`src/rtl/latch_input_debouncer.sv`:
```
// Two-channel switch conditioner feeding the D latch d/en inputs: sync + FSM debounce per channel.
// Latency: a new raw level appears on d/en (and en_rise/en_fall) STABLE_CYCLES+2 clocks after it settles.
// Backpressure: none; free-running, outputs are registered levels and one-cycle pulses.
module latch_input_debouncer #(
  parameter int STABLE_CYCLES = 4,
  parameter int CNT_W         = $clog2(STABLE_CYCLES + 1)
) (
  input  logic clk,
  input  logic rst,
  input  logic sw_d_raw,
  input  logic sw_en_raw,
  output logic d,
  output logic en,
  output logic en_rise,
  output logic en_fall
);

  localparam logic [CNT_W-1:0] L_LIMIT = CNT_W'(STABLE_CYCLES);
  localparam logic [CNT_W-1:0] L_ONE   = CNT_W'(1);

  // Bit 1 of the encoding is the filtered level, so the output comes
  // straight from a state flop and cannot glitch.
  typedef enum logic [1:0] {
    STABLE_LO = 2'b00,
    WAIT_HI   = 2'b01,
    STABLE_HI = 2'b11,
    WAIT_LO   = 2'b10
  } state_t;

  // Channel 0 is d, channel 1 is en.
  logic [1:0] w_raw;
  logic [1:0] w_lvl;
  logic       w_en_nxt;
  logic       r_en_rise;
  logic       r_en_fall;

  assign w_raw = {sw_en_raw, sw_d_raw};

  for (genvar g = 0; g < 2; g++) begin : g_ch
    logic             r_s1;
    logic             r_s2;
    state_t           r_state;
    state_t           w_state_nxt;
    logic [CNT_W-1:0] r_cnt;
    logic [CNT_W-1:0] w_cnt_nxt;

    // Two-flop synchronizer for the asynchronous raw switch.
    always_ff @(posedge clk or posedge rst) begin
      if (rst) begin
        r_s1 <= 1'b0;
        r_s2 <= 1'b0;
      end else begin
        r_s1 <= w_raw[g];
        r_s2 <= r_s1;
      end
    end

    // Debounce state and stability counter registers.
    always_ff @(posedge clk or posedge rst) begin
      if (rst) begin
        r_state <= STABLE_LO;
        r_cnt   <= '0;
      end else begin
        r_state <= w_state_nxt;
        r_cnt   <= w_cnt_nxt;
      end
    end

    // Next state: a level is accepted after STABLE_CYCLES+1 consecutive
    // synchronized samples; any opposite sample during WAIT falls back.
    always_comb begin
      w_state_nxt = r_state;
      w_cnt_nxt   = r_cnt;
      unique case (r_state)
        STABLE_LO: begin
          if (r_s2) begin
            w_state_nxt = WAIT_HI;
            w_cnt_nxt   = L_ONE;
          end else begin
            w_cnt_nxt   = '0;
          end
        end
        WAIT_HI: begin
          if (!r_s2) begin
            w_state_nxt = STABLE_LO;
            w_cnt_nxt   = '0;
          end else if (r_cnt == L_LIMIT) begin
            w_state_nxt = STABLE_HI;
            w_cnt_nxt   = '0;
          end else begin
            w_cnt_nxt   = r_cnt + L_ONE;
          end
        end
        STABLE_HI: begin
          if (!r_s2) begin
            w_state_nxt = WAIT_LO;
            w_cnt_nxt   = L_ONE;
          end else begin
            w_cnt_nxt   = '0;
          end
        end
        WAIT_LO: begin
          if (r_s2) begin
            w_state_nxt = STABLE_HI;
            w_cnt_nxt   = '0;
          end else if (r_cnt == L_LIMIT) begin
            w_state_nxt = STABLE_LO;
            w_cnt_nxt   = '0;
          end else begin
            w_cnt_nxt   = r_cnt + L_ONE;
          end
        end
        default: begin
          w_state_nxt = STABLE_LO;
          w_cnt_nxt   = '0;
        end
      endcase
    end

    assign w_lvl[g] = r_state[1];

    // Only the en channel needs its upcoming level for edge pulses.
    if (g == 1) begin : g_en_nxt
      assign w_en_nxt = w_state_nxt[1];
    end
  end

  // Edge pulses register alongside the en level so they line up with it.
  always_ff @(posedge clk or posedge rst) begin
    if (rst) begin
      r_en_rise <= 1'b0;
      r_en_fall <= 1'b0;
    end else begin
      r_en_rise <= w_en_nxt & ~w_lvl[1];
      r_en_fall <= ~w_en_nxt & w_lvl[1];
    end
  end

  assign d       = w_lvl[0];
  assign en      = w_lvl[1];
  assign en_rise = r_en_rise;
  assign en_fall = r_en_fall;

endmodule

```
`config.mk`:
```
export PLATFORM = sky130hd
export DESIGN_NAME = latch_input_debouncer
export DESIGN_NICKNAME = d
export VERILOG_FILES = /design/src/rtl/latch_input_debouncer.sv
export SDC_FILE = /design/constraint.sdc
export NUM_CORES = 1
export LEC_CHECK = 0
export CORE_MARGIN = 5
export CORE_UTILIZATION = 54
export DETAILED_ROUTE_END_ITERATION = 16
export PLACE_DENSITY = 0.74
export SKIP_CTS_REPAIR_TIMING = 1
export SYNTH_ARGS = -nofsm -noshare
export SYNTH_HDL_FRONTEND = slang
export SYNTH_SLANG_ARGS = --single-unit
export TNS_END_PERCENT = 1
```
`constraint.sdc`:
```
create_clock -name clk -period 2.1 [get_ports clk]
set_clock_uncertainty 0.2 [all_clocks]
set_input_delay 0.21 -clock clk [delete_from_list [all_inputs] [get_ports clk]]
set_output_delay 0.21 -clock clk [all_outputs]
set_load 0.05 [all_outputs]
```
# After elaboration in Yosys (flattened, before gate mapping)
# Index checks and enable logic that the tools add are counted.
# word_totals
ff_bits	16
inputBits	4
out_inout_bits	4
elab_cells	63
# op_classes
addsub	2
eq_ne	16
mux	26
n_bitwise	4
reduce_logical	4
# op_table
operator	n
$mux W2	12
$pmux W3 S4	2
$mux W3	6
$pmux W2 S4	2
$ne A3 B3 Y1 const B	4
$eq A2 B2 Y1 const B	4
$ne A2 B2 Y1 const B	4
$reduce_and A4 Y1	2
$add A3 B1 Y3 const B	2
$eq A3 B3 Y1 const B	2
$eq A2 B1 Y1 const B	2
$logic_not A2 Y1	2
$mux W1	4
$and A1 B1 Y1	2
$not A1 Y1	2

# Logic depth before layout (Yosys ltp)
# Gate-level depths: netlist of run 1.
# depth
ltp_word	6
mapped_depth	5
depth_no_buf	5

# Worst setup path after synthesis of run 1
# No wires, ideal clock.
# synth_path
path_kind	register -> register
from	register g_ch[0].r_state[1]
to	register g_ch[0].r_state[1]
setup_ns	0.125
arrival_time_ns	1.665
required_time_ns	1.775
setup_slack_ns	0.110
path_stages_with_launch	6
path_buffers	0
period_less_slack_ns	1.990
cell_sequence	dfrtp_1 inv_1 ha_1 mux2i_4 o221ai_2 mux2_4
# synth_between
elab_chain_cells	3
elab_cells_between_ends	10
classes_between	eq/ne: 7; mux: 1; reduce/logical: 2
# synth_rtl
element	line_no	source
from (decl)	42	state_t r_state;
from (signal assigned)	64	r_state <= w_state_nxt;
$eq A2 B1 Y1 (tied with other cells)	74	unique case (r_state)
$ne A3 B3 Y1 (no source line) / $ne A2 B2 Y1 (equally long branches)	--	
$reduce_and A4 Y1 (no source line)	--	
# Several ways; a longest one is shown, not always the timed one.
# A chain may end at the register's enable or synchronous reset.

# Final worst setup path of run 1
# layout_path
from	register g_ch[1].r_state[1]
to	output port en
# layout_rtl
element	line_no	source
from (decl)	42	
from (signal assigned)	64	
to (decl)	13	output logic en,
# No word-level cell between the ends.

==> out/results.tsv, run 1 <==
metric	value	unit
area_growth	13.3	%
crit_required	1.69	ns
diodes	0	
cpPeakStageDelay	0.84	ns
cellLeakagePower	0.000430	uW
powerDensity	1080	nW/um^2
grt_setup_unrepaired	false	
final_layout_size_suffix_gt1_share	11.9	%
fp.dieW	49.4	um
comb_power_share	42.4	%
p_sw_share	35.3	%
wl	1290	um
final_common_cell	dfrtp_1	
ys_warn_count	0	
crit_chain	clkdlybuf4s50_1	
fin_setup_tns	0	ns
timing.final.crit_share	93.9	%
clk_path_buf_depth	2	
switchingPower	361	uW
ir_worst_vdd	0.000872	V
h-tree-depth	1	
ys_ff_latch	16	
async_flop_share	100	%
layout_common_cells	dfrtp_1 (16), inv_1 (10), ha_1 (9), clkdlybuf4s50_1 (7)	
dpl.hpwl	953	um
rows	14	
ys_seq_area_share	47.8	%
wire_per_inst	12.9	um
synth-main-ff-cell	dfrtp_1	
drt_iter0_drc	3	
worstPathMaxFanout	6	
root_buffer	clkbuf_4	
antenna_found_initial	0	
dieArea	2440	um^2
start_kind	flip-flop	
avgSynthCellArea	11.2	um^2
path_clk_slew	0.09	ns
min_period	1.97	ns
ant_nets	0	
cts_tree	done	
die_h	49.4	um
via_count	526	
synthesis.area	837	um^2
drv_slew	0	
power.share.clock	19.1	%
track_usage	12.2	%
multi_input_area	384	um^2
synthCells	75	
fill_cells	120	
synth_nets	88	
hold_viol_final	0	
grt_first_pass_wirelength	2230	um
synth_edf_count	0	
cp-end-kind	output port	
crit_family	buffers and inverters	
synthDistinctLibCells	29	
max_slew_margin	61.3	%
pin_count	8	
routabilityCongestion	0.721	
cp.arrival	1.56	ns
p_seq_share	38.5	%
grt_max_degree	17	
clock_latency	0.28	ns
grt_pass1_vias	516	
numCtsBuffers	3	
first_pass_iters	2	
clock_sinks	16	
worstSetupPathType	reg2out	
via_per_inst	5.26	
setup_viol	0	
crit_buf_inv	1	
regArea	400	um^2
utilization	63.7	%
p_int	662	uW
coreArea	1490	um^2
hp-class	in2async	
power.total	1020	uW
portBuffers	7	
maxCapViolCount	0	
overflow	0	
cp_slowest_cell	clkdlybuf4s50_1	
worst_pin_slew	0.580	ns
drc	0	
max_freq	0.507	GHz
fin_nets	98	
initial_utilization	56.2	%
status	finished, final reports clean	
## registers in the layout, summed over array words and instances, names as in the netlist
register and count:
en_fall 1, g_ch.r_s1 2, g_ch.r_s2 2, g_ch.r_state 4, g_ch.r_cnt 6, en_rise 1
## cell families after synthesis
group                    Yosys count  synth area share, %
adder cells (fa/ha/maj)            9                 13.5
buffers and inverters             12                 6.28
XOR/XNOR                           1                 1.05
multiplexers                       4                 7.02
flip-flops                        16                 47.8
AO/OA/AOI/OAI                     13                 10.8
AND/OR/NAND/NOR                   20                 13.6
## area by class of cell
cell class                      instances  area share (%)
Clock buffer                            4            3.83
Timing Repair Buffer                    7            7.39
Inverter                               10            3.96
Tap cell                               16            2.11
Sequential cell                        16            42.2
Multi-Input combinational cell         47            40.5
## power groups by stage
stage / logic [uW] / clock network [uW] / registers, uW
6_report: 434 / 195 / 394
5_1_grt: 477 / 223 / 404
4_1_cts: 435 / 204 / 395
3_5_place_dp: 429 / 0 / 402
2_1_floorplan: 315 / 0 / 424
3_3_place_gp: 417 / 0 / 397
## final timing paths
path / start / end / slack [ns] / cells after the start
max in group asynchronous: rst / g_ch[1].r_cnt[1] / 1.24 / 2
min in group clk: g_ch[0].r_s1 / g_ch[0].r_s2 / 0.15 / 0
min: rst / g_ch[1].r_cnt[0] / 0.08 / 2
max: g_ch[1].r_state[1] / en / 0.13 / 1
min reg2reg: g_ch[0].r_s1 / g_ch[0].r_s2 / 0.15 / 0
max reg2reg: g_ch[0].r_state[1] / g_ch[0].r_state[1] / 0.36 / 5
## per-stage QoR
stage               hold slack (ns)  setup WS, ns  instances  area [um^2]
floorplan                   -0.0763         0.110         75          837
global placement              0.132         0.425         96          912
detailed placement            0.135         0.379         96          912
CTS                          0.0911         0.114        100          948
global route                  0.113        0.0567        100          948
finish                       0.0819         0.128        100          948
## routing by layer
| layer | vias up | GRT usage (%) | share of wire (%) |
|---|---|---|---|
| met5 | - | 0 | 0 |
| met3 | 4 | 5.50 | 5.3 |
| met1 | 245 | 14.2 | 47 |
| li1 | 268 | - | - |
| met4 | 0 | 6.99 | 1.7 |
| met2 | 9 | 18.5 | 45 |
## Yosys cell counts, drive strengths merged, types with 2 or more instances
cell | number | area [um^2]
a21oi | 2 | 10.0
dfrtp | 16 | 400
ha | 9 | 113
inv | 10 | 37.5
mux2 | 2 | 26.3
mux2i | 2 | 32.5
nand2 | 3 | 11.3
nor2 | 5 | 18.8
nor2b | 3 | 18.8
nor3 | 3 | 20.0
o21ai | 5 | 25.0
Power figures use the tool's default switching activity.
==> run 2, diff against run 1 <==
--- a/config.mk
+++ b/config.mk
@@ -8,6 +8,7 @@
 export CORE_MARGIN = 5
 export CORE_UTILIZATION = 54
 export DETAILED_ROUTE_END_ITERATION = 16
+export GPL_TIMING_DRIVEN = 0
 export PLACE_DENSITY = 0.74
 export SKIP_CTS_REPAIR_TIMING = 1
 export SYNTH_ARGS = -nofsm -noshare
==> out/results.tsv, run 2 (synthesized netlist as in run 1, its figures left out) <==
metric	value	unit	change
cp_slowest_cell	clkdlybuf4s50_1		
cellLeakagePower	0.000437	uW	+1.7%
max_freq	0.514	GHz	+1.4%
dieArea	2440	um^2	unchanged
whs	0.0815	ns	-0.000410 ns
root_buffer	clkbuf_4		
start_kind	flip-flop		
initial_utilization	56.2	%	unchanged
clock_latency	0.27	ns	about the same
grt_first_pass_wirelength	2330	um	+4.7%
coreArea	1490	um^2	unchanged
fin_nets	100		+2.0%
maxCapViolCount	0		unchanged
via_count	544		+3.4%
routabilityCongestion	0.720		-0.18%
cpPeakStageDelay	0.83	ns	about the same
area_growth	15.1	%	
largest-register	g_ch.r_cnt		
crit_chain	clkdlybuf4s50_1		
final_common_cell	dfrtp_1		
grt_pass1_vias	551		+6.8%
timing.final.crit_share	92.7	%	-1.3 points
cts_tree	done		
crit_required	1.69	ns	about the same
clock_sinks	16		unchanged
worstPathMaxFanout	6		unchanged
grt_setup_unrepaired	false		
diodes	0		unchanged
clk_path_buf_depth	2		unchanged
die_h	49.4	um	unchanged
drc	0		unchanged
via_per_inst	5.33		+1.4%
path_clk_slew	0.08	ns	about the same
portBuffers	7		unchanged
min_period	1.95	ns	-0.0264 ns
cp.arrival	1.54	ns	-0.02 ns
drt_iter0_drc	5		+2
ir_worst_vdd	0.000693	V	-20%
h-tree-depth	1		unchanged
first_pass_iters	4		+2
ant_nets	0		unchanged
setup_viol	0		unchanged
max_slew_margin	62.6	%	+1.3 points
wire_per_inst	12.1	um	-5.6%
wl	1240	um	-3.7%
post_dp_cell_area	927	um^2	+1.6%
overflow	0		unchanged
track_usage	12.1	%	-0.13 points
worst_pin_slew	0.561	ns	-0.0193 ns
crit_buf_inv	1		unchanged
worstSetupPathType	reg2out		
crit_family	buffers and inverters		
cp-end-kind	output port		
largest_reg_flops	6		unchanged
rows	14		unchanged
final_area	963	um^2	+1.6%
numCtsBuffers	3		unchanged
hp-class	in2async		
status	finished, final reports clean		
dpl.hpwl	962	um	+1.0%
final_layout_size_suffix_gt1_share	12.8	%	+0.89 points
hold_viol_final	0		unchanged
top_regs	g_ch.r_cnt (6), g_ch.r_state (4)		
fp.dieW	49.4	um	unchanged
pin_count	8		unchanged
fin_setup_tns	0	ns	unchanged
layout_common_cells	dfrtp_1 (16), inv_1 (10), ha_1 (9), clkdlybuf4s50_1 (7)		
drv_slew	0		unchanged
grt_max_degree	17		unchanged
powerDensity	1050	nW/um^2	-2.8%
antenna_found_initial	0		unchanged
[run 2: changes by cell type in the layout (fill, tap and decap cells not counted)]
cell and change:
buf_6 +1, clkbuf_1 +1
[run 2: through the flow]
step | power, uW | setup slack (ns) | cells | utilization [%]
CTS | 1020 | 0.134 | 102 | 64.7
global placement | 816 | 0.386 | 98 | 62.3
floorplan | 738 | 0.110 | 75 | -
detailed placement | 825 | 0.380 | 98 | 62.3
finish | 1010 | 0.154 | 102 | 64.7
global route | 1090 | 0.0632 | 102 | 64.7
[run 2: routing by layer]
layer | vias up | global-route usage, % | share of wire [%]
met4 | 0 | 2.62 | 0
li1 | 272 | - | -
met1 | 261 | 16.3 | 49
met5 | - | 0 | 0
met2 | 11 | 18.5 | 46
met3 | 0 | 4.59 | 5.3
[run 2: final cells by class]
type                            count  area [um^2]
Inverter                           10         37.5
Buffer                              2         15.0
Fill cell                         129          526
Sequential cell                    16          400
Multi-Input combinational cell     47          384
Clock buffer                        4         36.3
Timing Repair Buffer                7         70.1
Tap cell                           16         20.0
[run 2: power breakdown]
group | switching (uW) | total [uW] | internal (uW) | leakage [uW]
Sequential | 40.5 | 393 | 352 | 0.000197
Combinational | 224 | 427 | 203 | 0.000219
Clock | 86.0 | 191 | 105 | 0.0000210
[run 2: worst paths after layout]
path	start	end	slack, ns	depth (start not counted)
min	rst	g_ch[0].r_s2	0.08	2
max reg2reg	g_ch[0].r_state[1]	g_ch[0].r_state[1]	0.37	5
max	g_ch[1].r_state[1]	en	0.15	1
min in group clk	g_ch[0].r_s1	g_ch[0].r_s2	0.15	0
max in group asynchronous	rst	g_ch[0].r_cnt[2]	1.25	2
min reg2reg	g_ch[0].r_s1	g_ch[0].r_s2	0.15	0
==> run 3, diff against run 2 <==
--- a/config.mk
+++ b/config.mk
@@ -6,10 +6,12 @@
 export NUM_CORES = 1
 export LEC_CHECK = 0
 export CORE_MARGIN = 5
-export CORE_UTILIZATION = 54
+export CORE_UTILIZATION = 57
+export CTS_BUF_LIST = sky130_fd_sc_hd__clkbuf_8
+export CTS_CLUSTER_SIZE = 24
 export DETAILED_ROUTE_END_ITERATION = 16
 export GPL_TIMING_DRIVEN = 0
-export PLACE_DENSITY = 0.74
+export PLACE_DENSITY = 0.77
 export SKIP_CTS_REPAIR_TIMING = 1
 export SYNTH_ARGS = -nofsm -noshare
 export SYNTH_HDL_FRONTEND = slang
==> out/results.tsv, run 3 (synthesized netlist as in run 1, its figures left out) <==
metric	value	unit	change
status	finished, final reports clean		
grt_setup_unrepaired	false		
setup_slack	0.173	ns	+0.0185 ns
via_per_inst	5.35		+0.25%
timing.critical_path.from	g_ch[1].r_state[1]		
setup_viol	0		unchanged
worstPathMaxFanout	6		unchanged
dpl.cell_count	97		-1.0%
max_slew_margin	62.3	%	-0.24 points
wire_per_inst	12.9	um	+6.2%
cts_tree	done		
fin_nets	100		unchanged
clock_sinks	16		unchanged
area_growth	17.2	%	
clock_latency	0.25	ns	-0.02 ns
drt_iter0_drc	4		-1
ff2ff_path_depth	5		unchanged
first_pass_iters	4		unchanged
cp_slowest_cell	clkdlybuf4s50_1		
whs	0.117	ns	+0.0351 ns
drv_slew	0		unchanged
antenna_found_initial	0		unchanged
h-tree-depth	1		unchanged
portBuffers	7		unchanged
cp.depth	1		unchanged
start_kind	flip-flop		
crit_family	buffers and inverters		
power.total	1100	uW	+8.4%
diodes	0		unchanged
largest_reg_flops	6		unchanged
grt_first_pass_wirelength	2380	um	+2.1%
maxCapViolCount	0		unchanged
reg2reg_slack	0.36	ns	about the same
fin_setup_tns	0	ns	unchanged
layout.cells.non_filler	101		-0.98%
rows	13		-1
r2r_start	g_ch[0].r_state[1]		
cp-endpoint	en		
cp-end-kind	output port		
worstSetupPathType	reg2out		
pin_count	8		unchanged
crit_buf_inv	1		unchanged
top_regs	g_ch.r_cnt (6), g_ch.r_state (4)		
dpl.hpwl	994	um	+3.3%
largest-register	g_ch.r_cnt		
final_common_cell	dfrtp_1		
hold_viol_final	0		unchanged
final_layout_size_suffix_gt1_share	12.8	%	unchanged
wl	1300	um	+5.2%
root_buffer	clkbuf_8		
crit_required	1.69	ns	about the same
hp-class	in2async		
place_worst_setup_slack	0.381	ns	+0.000768 ns
initial_utilization	62.0	%	+5.8 points
ir_worst_vdd	0.000671	V	-3.3%
fp.dieW	48.3	um	-2.1%
ant_nets	0		unchanged
cpPeakStageDelay	0.83	ns	about the same
min_period	1.93	ns	-0.0185 ns
crit_chain	clkdlybuf4s50_1		
numCtsBuffers	3		unchanged
layout_common_cells	dfrtp_1 (16), inv_1 (10), ha_1 (9), clkdlybuf4s50_1 (7)		
routabilityCongestion	0.781		+8.5%
coreArea	1350	um^2	-9.3%
die_h	48.3	um	-2.1%
cp.arrival	1.52	ns	-0.02 ns
grt_max_degree	17		unchanged
cellLeakagePower	0.000445	uW	+1.8%
max_freq	0.519	GHz	+0.96%
dieArea	2330	um^2	-4.2%
drc	0		unchanged
clk_path_buf_depth	2		unchanged
timing.final.crit_share	91.8	%	-0.88 points
track_usage	12.7	%	+0.56 points
powerDensity	1120	nW/um^2	+6.4%
overflow	0		unchanged
worstReg2RegEnd	g_ch[0].r_state[1]		
grt_pass1_vias	569		+3.3%
via_count	540		-0.74%
path_clk_slew	0.06	ns	-0.02 ns
worst_pin_slew	0.565	ns	+0.00356 ns
[run 3: cell counts in the layout (fill, tap and decap cells not counted)]
No cell type changed its count.
[run 3: layout make-up]
type,instances,area (um^2)
buffer,2,15.0
inverter,10,37.5
timing repair buffer,7,70.1
tap,15,18.8
multi-input combinational,47,384
clock buffer,4,55.1
sequential,16,400
fill,103,369
[run 3: power breakdown]
group | internal (uW) | total (uW) | leakage (uW) | switching [uW]
Clock | 166 | 267 | 0.0000288 | 101
Combinational | 205 | 435 | 0.000219 | 230
Sequential | 353 | 394 | 0.000197 | 41.2
Total | 724 | 1100 | 0.000445 | 372
[run 3: per-stage QoR]
step,util (%),instance area (um^2)
after floorplan,-,837
after global placement,68.6,926
after detailed placement,68.6,926
after CTS,72.7,981
after global routing,72.7,981
final,72.7,981
[run 3: layer usage]
metal / share of wire (%) / GRT usage, % / wire, um / vias up
li1: - / - / - / 273
met1: 45 / 15.3 / 586 / 252
met2: 48 / 19.6 / 620 / 10
met3: 5.6 / 4.89 / 73 / 5
met4: 1.6 / 5.99 / 21 / 0
met5: 0 / 0 / 0 / -
[run 3: worst min path at each step]
| stage | startpoint | end | slack (ns) | depth (start not counted) |
|---|---|---|---|---|
| floorplan | rst | en_fall | -0.08 | 1 |
| global placement | g_ch[1].r_s1 | g_ch[1].r_s2 | 0.13 | 0 |
| detailed placement | g_ch[1].r_s1 | g_ch[1].r_s2 | 0.13 | 0 |
| CTS | rst | g_ch[1].r_cnt[2] | 0.14 | 2 |
| global route | g_ch[1].r_s1 | g_ch[1].r_s2 | 0.15 | 0 |
| finish | rst | g_ch[1].r_cnt[0] | 0.12 | 2 |
